[src/rtl/ex_scoreboard_pkg.sv]
// ex_scoreboard_pkg: shared widths and helpers for the register-write scoreboard.
//   SB_RF_ADDR_WIDTH : default register address width (2**W tracked registers)
//   SB_CNT_WIDTH     : default per-register in-flight counter width
//   hit2()           : counts two one-bit hits into a 0..2 value
package ex_scoreboard_pkg;

    localparam int unsigned SB_RF_ADDR_WIDTH = 5;
    localparam int unsigned SB_CNT_WIDTH     = 2;

    // Number of lanes (0..2) that hit the same register in one cycle.
    function automatic logic [1:0] hit2(input logic a, input logic b);
        return {1'b0, a} + {1'b0, b};
    endfunction

endpackage

[src/rtl/ex_scoreboard_if.sv]
// ex_scoreboard_if: pipeline <-> scoreboard bundle.
//   master : issue/writeback side; drives flush, alloc*, wb*, q* and reads results
//   slave  : scoreboard; reads requests, drives busy/ldbusy, issue_stall, sb_err
interface ex_scoreboard_if #(
    parameter int unsigned RF_ADDR_WIDTH = ex_scoreboard_pkg::SB_RF_ADDR_WIDTH
);

    logic                     flush;

    logic                     alloc0_valid;
    logic [RF_ADDR_WIDTH-1:0] alloc0_rd;
    logic                     alloc0_ld;
    logic                     alloc1_valid;
    logic [RF_ADDR_WIDTH-1:0] alloc1_rd;
    logic                     alloc1_ld;

    logic                     wb0_valid;
    logic [RF_ADDR_WIDTH-1:0] wb0_rd;
    logic                     wb0_ld;
    logic                     wb1_valid;
    logic [RF_ADDR_WIDTH-1:0] wb1_rd;
    logic                     wb1_ld;

    logic [RF_ADDR_WIDTH-1:0] q0_rs1;
    logic [RF_ADDR_WIDTH-1:0] q0_rs2;
    logic [RF_ADDR_WIDTH-1:0] q1_rs1;
    logic [RF_ADDR_WIDTH-1:0] q1_rs2;

    logic                     q0_rs1_busy;
    logic                     q0_rs2_busy;
    logic                     q1_rs1_busy;
    logic                     q1_rs2_busy;
    logic                     q0_rs1_ldbusy;
    logic                     q0_rs2_ldbusy;
    logic                     q1_rs1_ldbusy;
    logic                     q1_rs2_ldbusy;

    logic                     issue_stall;
    logic                     sb_err;

    modport master (
        output flush,
        output alloc0_valid, alloc0_rd, alloc0_ld,
        output alloc1_valid, alloc1_rd, alloc1_ld,
        output wb0_valid, wb0_rd, wb0_ld,
        output wb1_valid, wb1_rd, wb1_ld,
        output q0_rs1, q0_rs2, q1_rs1, q1_rs2,
        input  q0_rs1_busy, q0_rs2_busy, q1_rs1_busy, q1_rs2_busy,
        input  q0_rs1_ldbusy, q0_rs2_ldbusy, q1_rs1_ldbusy, q1_rs2_ldbusy,
        input  issue_stall, sb_err
    );

    modport slave (
        input  flush,
        input  alloc0_valid, alloc0_rd, alloc0_ld,
        input  alloc1_valid, alloc1_rd, alloc1_ld,
        input  wb0_valid, wb0_rd, wb0_ld,
        input  wb1_valid, wb1_rd, wb1_ld,
        input  q0_rs1, q0_rs2, q1_rs1, q1_rs2,
        output q0_rs1_busy, q0_rs2_busy, q1_rs1_busy, q1_rs2_busy,
        output q0_rs1_ldbusy, q0_rs2_ldbusy, q1_rs1_ldbusy, q1_rs2_ldbusy,
        output issue_stall, sb_err
    );

endinterface

[src/rtl/ex_scoreboard_sb_cnt_cell.sv]
// sb_cnt_cell: in-flight write/load counters for one architectural register.
//   clk, rst_n     : clock, async active-low reset
//   flush          : synchronous clear of both counters (wins over updates)
//   wr_inc/wr_dec  : accepted allocations / writebacks this cycle (0..2)
//   ld_inc/ld_dec  : load-only subset of the above (0..2)
//   wr_cnt/ld_cnt  : registered counter values
//   underflow_c    : combinational, a decrement would take a counter below zero
module sb_cnt_cell
    import ex_scoreboard_pkg::*;
#(
    parameter int unsigned CNT_WIDTH = SB_CNT_WIDTH
) (
    input  logic                 clk,
    input  logic                 rst_n,
    input  logic                 flush,
    input  logic [1:0]           wr_inc,
    input  logic [1:0]           wr_dec,
    input  logic [1:0]           ld_inc,
    input  logic [1:0]           ld_dec,
    output logic [CNT_WIDTH-1:0] wr_cnt,
    output logic [CNT_WIDTH-1:0] ld_cnt,
    output logic                 underflow_c
);

    localparam int unsigned SUM_W   = CNT_WIDTH + 2;
    localparam int unsigned CNT_MAX = (1 << CNT_WIDTH) - 1;

    logic [CNT_WIDTH-1:0] wr_next;
    logic [CNT_WIDTH-1:0] ld_next;
    logic                 wr_uf;
    logic                 ld_uf;

    // Net update cnt + inc - dec, clamped to [0, CNT_MAX]; MSB flags underflow.
    function automatic logic [CNT_WIDTH:0] sat_update(
        input logic [CNT_WIDTH-1:0] cnt,
        input logic [1:0]           inc,
        input logic [1:0]           dec
    );
        logic [SUM_W-1:0] up;
        logic [SUM_W-1:0] res;
        logic             uf;
        up  = SUM_W'(cnt) + SUM_W'(inc);
        uf  = (up < SUM_W'(dec));
        res = uf ? '0 : (up - SUM_W'(dec));
        if (res > SUM_W'(CNT_MAX)) begin
            res = SUM_W'(CNT_MAX);
        end
        return {uf, CNT_WIDTH'(res)};
    endfunction

    // Next-state for both counters.
    always_comb begin
        {wr_uf, wr_next} = sat_update(wr_cnt, wr_inc, wr_dec);
        {ld_uf, ld_next} = sat_update(ld_cnt, ld_inc, ld_dec);
        underflow_c      = wr_uf | ld_uf;
    end

    // Counter state; flush overrides any same-cycle alloc/writeback.
    always_ff @(posedge clk or negedge rst_n) begin
        if (!rst_n) begin
            wr_cnt <= '0;
            ld_cnt <= '0;
        end else if (flush) begin
            wr_cnt <= '0;
            ld_cnt <= '0;
        end else begin
            wr_cnt <= wr_next;
            ld_cnt <= ld_next;
        end
    end

endmodule

[src/rtl/ex_scoreboard.sv]
// ex_scoreboard: dual-issue register-write scoreboard.
//   clk, rst_n : clock, async active-low reset
//   sb (slave) : alloc0/1 issue-time allocations, wb0/1 writebacks, flush,
//                q0/q1 operand queries -> busy (bypass) / ldbusy (stall),
//                issue_stall (combinational), sb_err (sticky underflow flag)
// busy/ldbusy/issue_stall are combinational on purpose: writebacks of the
// current cycle are written through so the issuing bundle sees them at once.
module ex_scoreboard
    import ex_scoreboard_pkg::*;
#(
    parameter int unsigned RF_ADDR_WIDTH = SB_RF_ADDR_WIDTH,
    parameter int unsigned CNT_WIDTH     = SB_CNT_WIDTH
) (
    input  logic          clk,
    input  logic          rst_n,
    ex_scoreboard_if.slave sb
);

    localparam int unsigned NUM_REGS = 1 << RF_ADDR_WIDTH;
    localparam int unsigned SUM_W    = CNT_WIDTH + 2;
    localparam int unsigned CNT_MAX  = (1 << CNT_WIDTH) - 1;

    typedef logic [RF_ADDR_WIDTH-1:0] addr_t;
    typedef logic [CNT_WIDTH-1:0]     cnt_t;

    cnt_t                wr_cnt [NUM_REGS];
    cnt_t                ld_cnt [NUM_REGS];
    logic [NUM_REGS-1:0] underflow;

    addr_t alloc_rd   [2];
    logic  alloc_ld   [2];
    logic  alloc_cand [2];
    logic  alloc_acc  [2];
    addr_t wb_rd      [2];
    logic  wb_ld      [2];
    logic  wb_hit     [2];
    logic  lane_sat   [2];

    addr_t q_rs     [4];
    logic  q_busy   [4];
    logic  q_ldbusy [4];

    logic issue_stall_c;
    logic sb_err_q;

    // Lane views of the bundle; x0 requests are dropped here.
    assign alloc_rd[0]   = sb.alloc0_rd;
    assign alloc_rd[1]   = sb.alloc1_rd;
    assign alloc_ld[0]   = sb.alloc0_ld;
    assign alloc_ld[1]   = sb.alloc1_ld;
    assign alloc_cand[0] = sb.alloc0_valid && (sb.alloc0_rd != '0);
    assign alloc_cand[1] = sb.alloc1_valid && (sb.alloc1_rd != '0);
    assign wb_rd[0]      = sb.wb0_rd;
    assign wb_rd[1]      = sb.wb1_rd;
    assign wb_ld[0]      = sb.wb0_ld;
    assign wb_ld[1]      = sb.wb1_ld;
    assign wb_hit[0]     = sb.wb0_valid && (sb.wb0_rd != '0);
    assign wb_hit[1]     = sb.wb1_valid && (sb.wb1_rd != '0);

    assign q_rs[0] = sb.q0_rs1;
    assign q_rs[1] = sb.q0_rs2;
    assign q_rs[2] = sb.q1_rs1;
    assign q_rs[3] = sb.q1_rs2;

    // Operand queries with write-through of this cycle's writebacks.
    // Lane-1 queries deliberately ignore a same-cycle lane-0 allocation.
    for (genvar q = 0; q < 4; q++) begin : g_query
        logic [1:0] wb_n;
        logic [1:0] ld_wb_n;
        assign wb_n    = hit2(wb_hit[0] && (wb_rd[0] == q_rs[q]),
                              wb_hit[1] && (wb_rd[1] == q_rs[q]));
        assign ld_wb_n = hit2(wb_hit[0] && wb_ld[0] && (wb_rd[0] == q_rs[q]),
                              wb_hit[1] && wb_ld[1] && (wb_rd[1] == q_rs[q]));
        assign q_busy[q]   = (q_rs[q] != '0) && (SUM_W'(wr_cnt[q_rs[q]]) > SUM_W'(wb_n));
        assign q_ldbusy[q] = (q_rs[q] != '0) && (SUM_W'(ld_cnt[q_rs[q]]) > SUM_W'(ld_wb_n));
    end

    // Per-lane overflow check: count + both lanes' allocs to rd - writebacks to rd.
    for (genvar l = 0; l < 2; l++) begin : g_lane
        localparam int unsigned OTHER = 1 - l;
        logic [1:0] cand_n;
        logic [1:0] wb_n;
        assign cand_n = hit2(alloc_cand[l],
                             alloc_cand[OTHER] && (alloc_rd[OTHER] == alloc_rd[l]));
        assign wb_n   = hit2(wb_hit[0] && (wb_rd[0] == alloc_rd[l]),
                             wb_hit[1] && (wb_rd[1] == alloc_rd[l]));
        assign lane_sat[l] = alloc_cand[l] &&
            ((SUM_W'(wr_cnt[alloc_rd[l]]) + SUM_W'(cand_n)) > (SUM_W'(CNT_MAX) + SUM_W'(wb_n)));
    end

    // Any load-pending source or any overflowing lane holds the whole bundle.
    assign issue_stall_c = q_ldbusy[0] | q_ldbusy[1] | q_ldbusy[2] | q_ldbusy[3] |
                           lane_sat[0] | lane_sat[1];

    assign alloc_acc[0] = alloc_cand[0] && !issue_stall_c;
    assign alloc_acc[1] = alloc_cand[1] && !issue_stall_c;

    // x0 is never tracked.
    assign wr_cnt[0]    = '0;
    assign ld_cnt[0]    = '0;
    assign underflow[0] = 1'b0;

    // One counter cell per architectural register.
    for (genvar r = 1; r < NUM_REGS; r++) begin : g_reg
        localparam addr_t REG_IDX = addr_t'(r);
        logic a0, a1, w0, w1;
        assign a0 = alloc_acc[0] && (alloc_rd[0] == REG_IDX);
        assign a1 = alloc_acc[1] && (alloc_rd[1] == REG_IDX);
        assign w0 = wb_hit[0] && (wb_rd[0] == REG_IDX);
        assign w1 = wb_hit[1] && (wb_rd[1] == REG_IDX);

        sb_cnt_cell #(
            .CNT_WIDTH (CNT_WIDTH)
        ) u_cell (
            .clk         (clk),
            .rst_n       (rst_n),
            .flush       (sb.flush),
            .wr_inc      (hit2(a0, a1)),
            .wr_dec      (hit2(w0, w1)),
            .ld_inc      (hit2(a0 && alloc_ld[0], a1 && alloc_ld[1])),
            .ld_dec      (hit2(w0 && wb_ld[0], w1 && wb_ld[1])),
            .wr_cnt      (wr_cnt[r]),
            .ld_cnt      (ld_cnt[r]),
            .underflow_c (underflow[r])
        );
    end

    // Sticky underflow flag; only reset clears it, flush does not.
    always_ff @(posedge clk or negedge rst_n) begin
        if (!rst_n) begin
            sb_err_q <= 1'b0;
        end else if (|underflow) begin
            sb_err_q <= 1'b1;
        end
    end

    assign sb.q0_rs1_busy   = q_busy[0];
    assign sb.q0_rs2_busy   = q_busy[1];
    assign sb.q1_rs1_busy   = q_busy[2];
    assign sb.q1_rs2_busy   = q_busy[3];
    assign sb.q0_rs1_ldbusy = q_ldbusy[0];
    assign sb.q0_rs2_ldbusy = q_ldbusy[1];
    assign sb.q1_rs1_ldbusy = q_ldbusy[2];
    assign sb.q1_rs2_ldbusy = q_ldbusy[3];
    assign sb.issue_stall   = issue_stall_c;
    assign sb.sb_err        = sb_err_q;

endmodule

[src/flat_wrapper.sv]
// flat-port wrapper written by rule: the top's interface ports become plain ports
module ex_scoreboard_flat import ex_scoreboard_pkg::*;
#(
    parameter int unsigned RF_ADDR_WIDTH = SB_RF_ADDR_WIDTH,
    parameter int unsigned CNT_WIDTH     = SB_CNT_WIDTH
)
  (clk, rst_n, sb_flush, sb_alloc0_valid, sb_alloc0_rd, sb_alloc0_ld, sb_alloc1_valid, sb_alloc1_rd, sb_alloc1_ld, sb_wb0_valid, sb_wb0_rd, sb_wb0_ld, sb_wb1_valid, sb_wb1_rd, sb_wb1_ld, sb_q0_rs1, sb_q0_rs2, sb_q1_rs1, sb_q1_rs2, sb_q0_rs1_busy, sb_q0_rs2_busy, sb_q1_rs1_busy, sb_q1_rs2_busy, sb_q0_rs1_ldbusy, sb_q0_rs2_ldbusy, sb_q1_rs1_ldbusy, sb_q1_rs2_ldbusy, sb_issue_stall, sb_sb_err);
  ex_scoreboard_if #(.RF_ADDR_WIDTH(RF_ADDR_WIDTH)) sb_i ();
  input  logic clk;
  input  logic rst_n;
  input wire logic [$bits(sb_i.flush)-1:0] sb_flush;
  input wire logic [$bits(sb_i.alloc0_valid)-1:0] sb_alloc0_valid;
  input wire logic [$bits(sb_i.alloc0_rd)-1:0] sb_alloc0_rd;
  input wire logic [$bits(sb_i.alloc0_ld)-1:0] sb_alloc0_ld;
  input wire logic [$bits(sb_i.alloc1_valid)-1:0] sb_alloc1_valid;
  input wire logic [$bits(sb_i.alloc1_rd)-1:0] sb_alloc1_rd;
  input wire logic [$bits(sb_i.alloc1_ld)-1:0] sb_alloc1_ld;
  input wire logic [$bits(sb_i.wb0_valid)-1:0] sb_wb0_valid;
  input wire logic [$bits(sb_i.wb0_rd)-1:0] sb_wb0_rd;
  input wire logic [$bits(sb_i.wb0_ld)-1:0] sb_wb0_ld;
  input wire logic [$bits(sb_i.wb1_valid)-1:0] sb_wb1_valid;
  input wire logic [$bits(sb_i.wb1_rd)-1:0] sb_wb1_rd;
  input wire logic [$bits(sb_i.wb1_ld)-1:0] sb_wb1_ld;
  input wire logic [$bits(sb_i.q0_rs1)-1:0] sb_q0_rs1;
  input wire logic [$bits(sb_i.q0_rs2)-1:0] sb_q0_rs2;
  input wire logic [$bits(sb_i.q1_rs1)-1:0] sb_q1_rs1;
  input wire logic [$bits(sb_i.q1_rs2)-1:0] sb_q1_rs2;
  output wire logic [$bits(sb_i.q0_rs1_busy)-1:0] sb_q0_rs1_busy;
  output wire logic [$bits(sb_i.q0_rs2_busy)-1:0] sb_q0_rs2_busy;
  output wire logic [$bits(sb_i.q1_rs1_busy)-1:0] sb_q1_rs1_busy;
  output wire logic [$bits(sb_i.q1_rs2_busy)-1:0] sb_q1_rs2_busy;
  output wire logic [$bits(sb_i.q0_rs1_ldbusy)-1:0] sb_q0_rs1_ldbusy;
  output wire logic [$bits(sb_i.q0_rs2_ldbusy)-1:0] sb_q0_rs2_ldbusy;
  output wire logic [$bits(sb_i.q1_rs1_ldbusy)-1:0] sb_q1_rs1_ldbusy;
  output wire logic [$bits(sb_i.q1_rs2_ldbusy)-1:0] sb_q1_rs2_ldbusy;
  output wire logic [$bits(sb_i.issue_stall)-1:0] sb_issue_stall;
  output wire logic [$bits(sb_i.sb_err)-1:0] sb_sb_err;
  assign sb_i.flush = sb_flush;
  assign sb_i.alloc0_valid = sb_alloc0_valid;
  assign sb_i.alloc0_rd = sb_alloc0_rd;
  assign sb_i.alloc0_ld = sb_alloc0_ld;
  assign sb_i.alloc1_valid = sb_alloc1_valid;
  assign sb_i.alloc1_rd = sb_alloc1_rd;
  assign sb_i.alloc1_ld = sb_alloc1_ld;
  assign sb_i.wb0_valid = sb_wb0_valid;
  assign sb_i.wb0_rd = sb_wb0_rd;
  assign sb_i.wb0_ld = sb_wb0_ld;
  assign sb_i.wb1_valid = sb_wb1_valid;
  assign sb_i.wb1_rd = sb_wb1_rd;
  assign sb_i.wb1_ld = sb_wb1_ld;
  assign sb_i.q0_rs1 = sb_q0_rs1;
  assign sb_i.q0_rs2 = sb_q0_rs2;
  assign sb_i.q1_rs1 = sb_q1_rs1;
  assign sb_i.q1_rs2 = sb_q1_rs2;
  assign sb_q0_rs1_busy = sb_i.q0_rs1_busy;
  assign sb_q0_rs2_busy = sb_i.q0_rs2_busy;
  assign sb_q1_rs1_busy = sb_i.q1_rs1_busy;
  assign sb_q1_rs2_busy = sb_i.q1_rs2_busy;
  assign sb_q0_rs1_ldbusy = sb_i.q0_rs1_ldbusy;
  assign sb_q0_rs2_ldbusy = sb_i.q0_rs2_ldbusy;
  assign sb_q1_rs1_ldbusy = sb_i.q1_rs1_ldbusy;
  assign sb_q1_rs2_ldbusy = sb_i.q1_rs2_ldbusy;
  assign sb_issue_stall = sb_i.issue_stall;
  assign sb_sb_err = sb_i.sb_err;
  ex_scoreboard #(.RF_ADDR_WIDTH(RF_ADDR_WIDTH), .CNT_WIDTH(CNT_WIDTH)) u_core (.clk(clk), .rst_n(rst_n), .sb(sb_i));
endmodule
[config.mk]
export PLATFORM = sky130hd
export DESIGN_NAME = ex_scoreboard_flat
export DESIGN_NICKNAME = d
export VERILOG_FILES = /design/src/rtl/ex_scoreboard_pkg.sv /design/src/rtl/ex_scoreboard_if.sv /design/src/rtl/ex_scoreboard_sb_cnt_cell.sv /design/src/rtl/ex_scoreboard.sv /design/src/flat_wrapper.sv
export SDC_FILE = /design/constraint.sdc
export NUM_CORES = 1
export LEC_CHECK = 0
export ABC_AREA = 1
export BUFFER_PORTS_ARGS = -buffer_cell sky130_fd_sc_hd__buf_2
export CAP_MARGIN = 30
export CORE_MARGIN = 1.5
export CORE_UTILIZATION = 60
export CTS_CLUSTER_DIAMETER = 60
export CTS_CLUSTER_SIZE = 12
export DETAILED_ROUTE_END_ITERATION = 7
export GPL_ROUTABILITY_DRIVEN = 0
export PLACE_DENSITY = 0.8
export SETUP_SLACK_MARGIN = 0.4
export SYNTH_ARGS = -nofsm -noshare
export SYNTH_HDL_FRONTEND = slang
export SYNTH_SLANG_ARGS = --single-unit
[constraint.sdc]
create_clock -name clk -period 4.2 [get_ports clk]
set_clock_uncertainty 0.2 [all_clocks]
set_input_delay 0.21 -clock clk [delete_from_list [all_inputs] [get_ports clk]]
set_output_delay 0.21 -clock clk [all_outputs]
set_load 0.005 [all_outputs]
==> impl_metrics.csv, run 1 <==
group,metric,value,unit
status,status,"aborted with a tool error",
status,stop_stage,"global routing (5_1_grt)",
status,error,"[ERROR GRT-0232] Routing congestion too high. Check the congestion heatmap in the GUI.",
synthesis,ys.flop_type,"dfrtp_1",
clocking,htree_num_levels,4,
clocking,cts_buffers,17,
synthesis,synth_nets,3858,
clocking,clockBufferDepth,2,
synthesis,synth_edf_count,0,
floorplanning,rows,72,
global_routing,grt_start_max_net_pins,91,
synthesis,synthCells,3399,
placed_design,portBuffers,60,
global_routing,grt-ovfl-total,11,
floorplanning,initial_core_util,0.612,
synthesis,synth_seq_area_share,0.131,
global_routing,grt_use_total,0.767,
clocking,cts_sinks,125,
floorplanning,die_h,203,um
synthesis,synth_top_cell_by_area,"fa_1",
synthesis,yosysWarningCount,0,
synthesis,ys_async_sr_fraction,1.00,
floorplanning,die_width,203,um
synthesis,netlist_area,23900,um^2
synthesis,synth_most_common_cell,"inv_1",
synthesis,synth_area_leaders,"fa_1, dfrtp_1, ha_1, inv_1, nand2_1",
synthesis,ys_types,47,
synthesis,synth_top_area_frac,0.158,
synthesis,yosys-top-cells-count,"inv_1, nand2_1, a21oi_1",
synthesis,synth_seq_cells,125,
clocking,cts-root-buf,"clkbuf_16",
floorplanning,ios,61,
synthesis,syn_avg_cell_area,7.03,um^2
placed_design,dp_hpwl,82200,um
## metrics by stage
stage | cell area [um^2] | hold WS [ns] | std cells | setup WS, ns
after floorplan | 24900 | -0.286 | 3399 | -0.326
after global placement | 29800 | 0.159 | 4450 | -1.16
after detailed placement | 29800 | 0.155 | 4450 | -1.25
after CTS | 31600 | 0.215 | 4514 | -0.875
## timing repair
| action | in CTS |
|---|---|
| pin swaps | 76 |
| buffers inserted | 28 |
| gates resized for setup | 222 |
| endpoints found under the setup margin | 126 |
| gates cloned | 3 |
| hold endpoints to repair | 88 |
| hold buffers | 1 |
## metal layers
layer	overflow	track usage
met4	9	0.724
met3	0	0.691
met5	0	0.488
met1	0	0.761
met2	2	0.881
## logic make-up after synthesis
kind of cell	count (synthesis)	share of synthesized area
compound gates	749	0.170
xor+xnor	53	0.0194
fa+ha+maj	408	0.273
buf+inv	777	0.147
flops	125	0.131
simple gates	1287	0.260
==> inputs of run 2 (changes only) <==
Settings changed: CORE_UTILIZATION 60 to 40, CTS_CLUSTER_DIAMETER 60 to not set, CTS_CLUSTER_SIZE 12 to not set, PLACE_DENSITY 0.8 to not set, PLACE_DENSITY_LB_ADDON set to 0.15, SETUP_SLACK_MARGIN 0.4 to not set.
Clock period 4.2 ns to 5.45 ns, I/O delays scaled along.
==> run 2 against run 1 <==
Compared with the run above: the flow now finishes without violations; synthesized cell count unchanged; area after synthesis is the same.
==> impl_metrics.csv, run 2 <==
group,metric,value,unit
synthesis,yosysWarningCount,0,
clocking,cts-root-buf,"clkbuf_16",
setup_path,start_kind,"flip-flop",
detailed_routing,drtIter0Drc,3270,
detailed_routing,m1WireLength,43200,um
timing,finalWorstSetupSlack,0.122,ns
pwr,powerDensity,200,nW/um^2
floorplanning,ios,61,
clocking,htree_num_levels,4,
worst_hold_path,hold_class,"input port to async pin",
cells_and_area,layout_common_cells,"inv_1, nand2_1, buf_4",
clocking,cts_sinks,125,
setup_path,slowest_delay,0.46,ns
global_routing,grt_use_total,0.343,
synthesis,synth_seq_cells,125,
detailed_routing,vias,25800,
global_routing,grt_pass1_vias,24300,
detailed_routing,wl_per_cell,23.1,um
global_routing,grt_start_max_net_pins,82,
timing,slew_headroom,0.326,
timing,period_needed,5.33,ns
timing,final-hold-violation-count,0,
global_routing,grt-ovfl-total,0,
setup_path,critPathKind,"flip-flop to flip-flop",
pwr,power_switching,2.72,mW
synthesis,synth_top_area_frac,0.158,
synthesis,yosys-top-cells-count,"inv_1, nand2_1, a21oi_1",
pwr,power_frac_seq,0.253,
clocking,clockBufferDepth,2,
synthesis,synth_area_leaders,"fa_1, dfrtp_1, ha_1, inv_1, nand2_1",
status,status,"finished clean",
timing,finalSetupViolations,0,
floorplanning,die_h,247,um
synthesis,synth_seq_area_share,0.131,
placed_design,place_ws,-0.248,ns
timing,maxSlewViolCount,0,
placed_design,portBuffers,60,
synthesis,ys_types,47,
setup_path,worstPathArrival,5.50,ns
pwr,p_total,5.75,mW
clocking,clkSlewWorstSetupHoldPaths,0.07,ns
cells_and_area,final_util,0.488,
synthesis,synth_nets,3858,
cells_and_area,finish.net_count,4223,
detailed_routing,wl_met3,12600,um
cells_and_area,design_area,28800,um^2
setup_path,end_kind,"flip-flop",
cells_and_area,num_antenna_cells,0,
pwr,p_comb_frac,0.522,
placed_design,dp_cells,4480,
floorplanning,coreArea,59000,um^2
cells_and_area,area_growth,20.5,%
floorplanning,rows,89,
timing,max_freq,188,MHz
detailed_routing,routed-wl-met2,43100,um
synthesis,synth_top_cell_by_area,"fa_1",
setup_path,required,5.63,ns
synthesis,synthCells,3399,
cells_and_area,drive_above_1_share,0.229,
placed_design,place_area,27400,um^2
setup_path,crit_path_max_fanout,4,
cells_and_area,final_common_cell,"inv_1",
clocking,cts_tree,"built",
flow_run,drv_cap,0,
floorplanning,die_width,247,um
timing,whs,0.148,ns
synthesis,syn_avg_cell_area,7.03,um^2
synthesis,synth_edf_count,0,
timing,worstMarginPinSlew,1.01,ns
floorplanning,dieArea,61200,um^2
detailed_routing,antenna_left,0,
detailed_routing,routed_wl,105000,um
detailed_routing,routed_via_density,5.67,
setup_path,rr_endpoint,"u_core.sb.sb_err",
pwr,netSwitchingFraction,0.474,
clocking,clock_latency,0.49,ns
setup_path,critical_path.endpoint,"u_core.sb.sb_err",
detailed_routing,post-route-drc-count,0,
synthesis,ys_async_sr_fraction,1.00,
floorplanning,initial_core_util,0.405,
timing,period_share,0.978,
detailed_routing,routed.top_layer,"met4",
synthesis,synth_most_common_cell,"inv_1",
placed_design,dp_hpwl,83300,um
timing,setup_tns,0,ns
setup_path,worst_path_most_repeated_cell,"nand2_1",
setup_path,r2r_cells,28,
pwr,p_clk_frac,0.225,
setup_path,crit_slowest_cell,"fa_1",
synthesis,netlist_area,23900,um^2
pwr,peakVddDrop,0.000281,V
pwr,intPower,3.02,mW
cells_and_area,final_cells,4550,
pwr,p_leak,14.6,nW
clocking,cts_buffers,17,
setup_path,rr_startpoint,"u_core.g_reg[25].u_cell.wr_cnt[0]",
global_routing,grt_first_pass_wirelength,154000,um
setup_path,crit_start,"u_core.g_reg[25].u_cell.wr_cnt[0]",
global_routing,antenna_found_initial,1,
setup_path,worst-r2r-setup-slack,0.12,ns
synthesis,ys.flop_type,"dfrtp_1",
detailed_routing,first_pass_iters,7,
[run 2: cell counts after synthesis]
No cell type changed its count.
[run 2: power by group through the flow]
| stage | sequential, mW | clock (mW) | combinational [mW] |
|---|---|---|---|
| 6_report | 1.46 | 1.29 | 3.00 |
| 5_1_grt | 1.47 | 1.35 | 3.27 |
| 4_1_cts | 1.43 | 1.32 | 2.78 |
| 3_5_place_dp | 1.45 | 0 | 2.73 |
| 3_3_place_gp | 1.45 | 0 | 2.72 |
| 2_1_floorplan | 1.33 | 0 | 1.64 |
[run 2: final cells by class]
type / instances / area (um^2)
clock inverter: 8 / 130
sequential: 125 / 3140
inverter: 588 / 2220
fill: 6038 / 30200
tap: 773 / 967
timing repair buffer: 531 / 4200
multi-input combinational: 2501 / 17600
clock buffer: 24 / 502
[run 2: worst min-delay path by stage]
stage / start / to / slack [ns] / cells past startpoint
floorplan: rst_n / u_core.g_reg[10].u_cell.ld_cnt[0] / -0.22 / 0
global placement: rst_n / u_core.g_reg[18].u_cell.wr_cnt[0] / 0.12 / 1
detailed placement: rst_n / u_core.g_reg[18].u_cell.wr_cnt[1] / 0.11 / 1
CTS: rst_n / u_core.g_reg[18].u_cell.wr_cnt[1] / 0.13 / 2
global route: rst_n / u_core.g_reg[18].u_cell.wr_cnt[0] / 0.18 / 2
finish: rst_n / u_core.g_reg[18].u_cell.wr_cnt[0] / 0.15 / 2
[run 2: cell families (layout without fill, tap and decap cells)]
| group | after synthesis | in the layout | share of synthesized area |
|---|---|---|---|
| flops | 125 | 125 | 0.131 |
| simple gates | 1287 | 1291 | 0.260 |
| compound gates | 749 | 749 | 0.170 |
| xor+xnor | 53 | 53 | 0.0194 |
| buf+inv | 777 | 1151 | 0.147 |
| fa+ha+maj | 408 | 408 | 0.273 |
[run 2: timing repair]
item / CTS / global route
setup endpoints to repair: 7 / 94
gates resized for setup: 9 / 128
pin swaps: 4 / 42
endpoints found under the hold margin: 52 / 15
hold buffers: 1 / 1
buffers inserted: 5 / 26
gates cloned: 1 / 3
[run 2: routing by layer]
| metal | global-route usage | vias to the layer above |
|---|---|---|
| met5 | 0 | - |
| met4 | 0.170 | 0 |
| met3 | 0.0846 | 327 |
| met2 | 0.496 | 1490 |
| met1 | 0.473 | 12100 |
| li1 | - | 11800 |
[run 2: critical path, delay by kind of cell, from the launching register on]
family,cells,cell delay [ns]
adders and majority gates,6,2.15
and+or+nand+nor,15,1.64
buffers and inverters,5,0.55
DFF,1,0.39
AOI/OAI and AO/OA,2,0.29
Note: power is estimated with default switching activity, not from simulation.
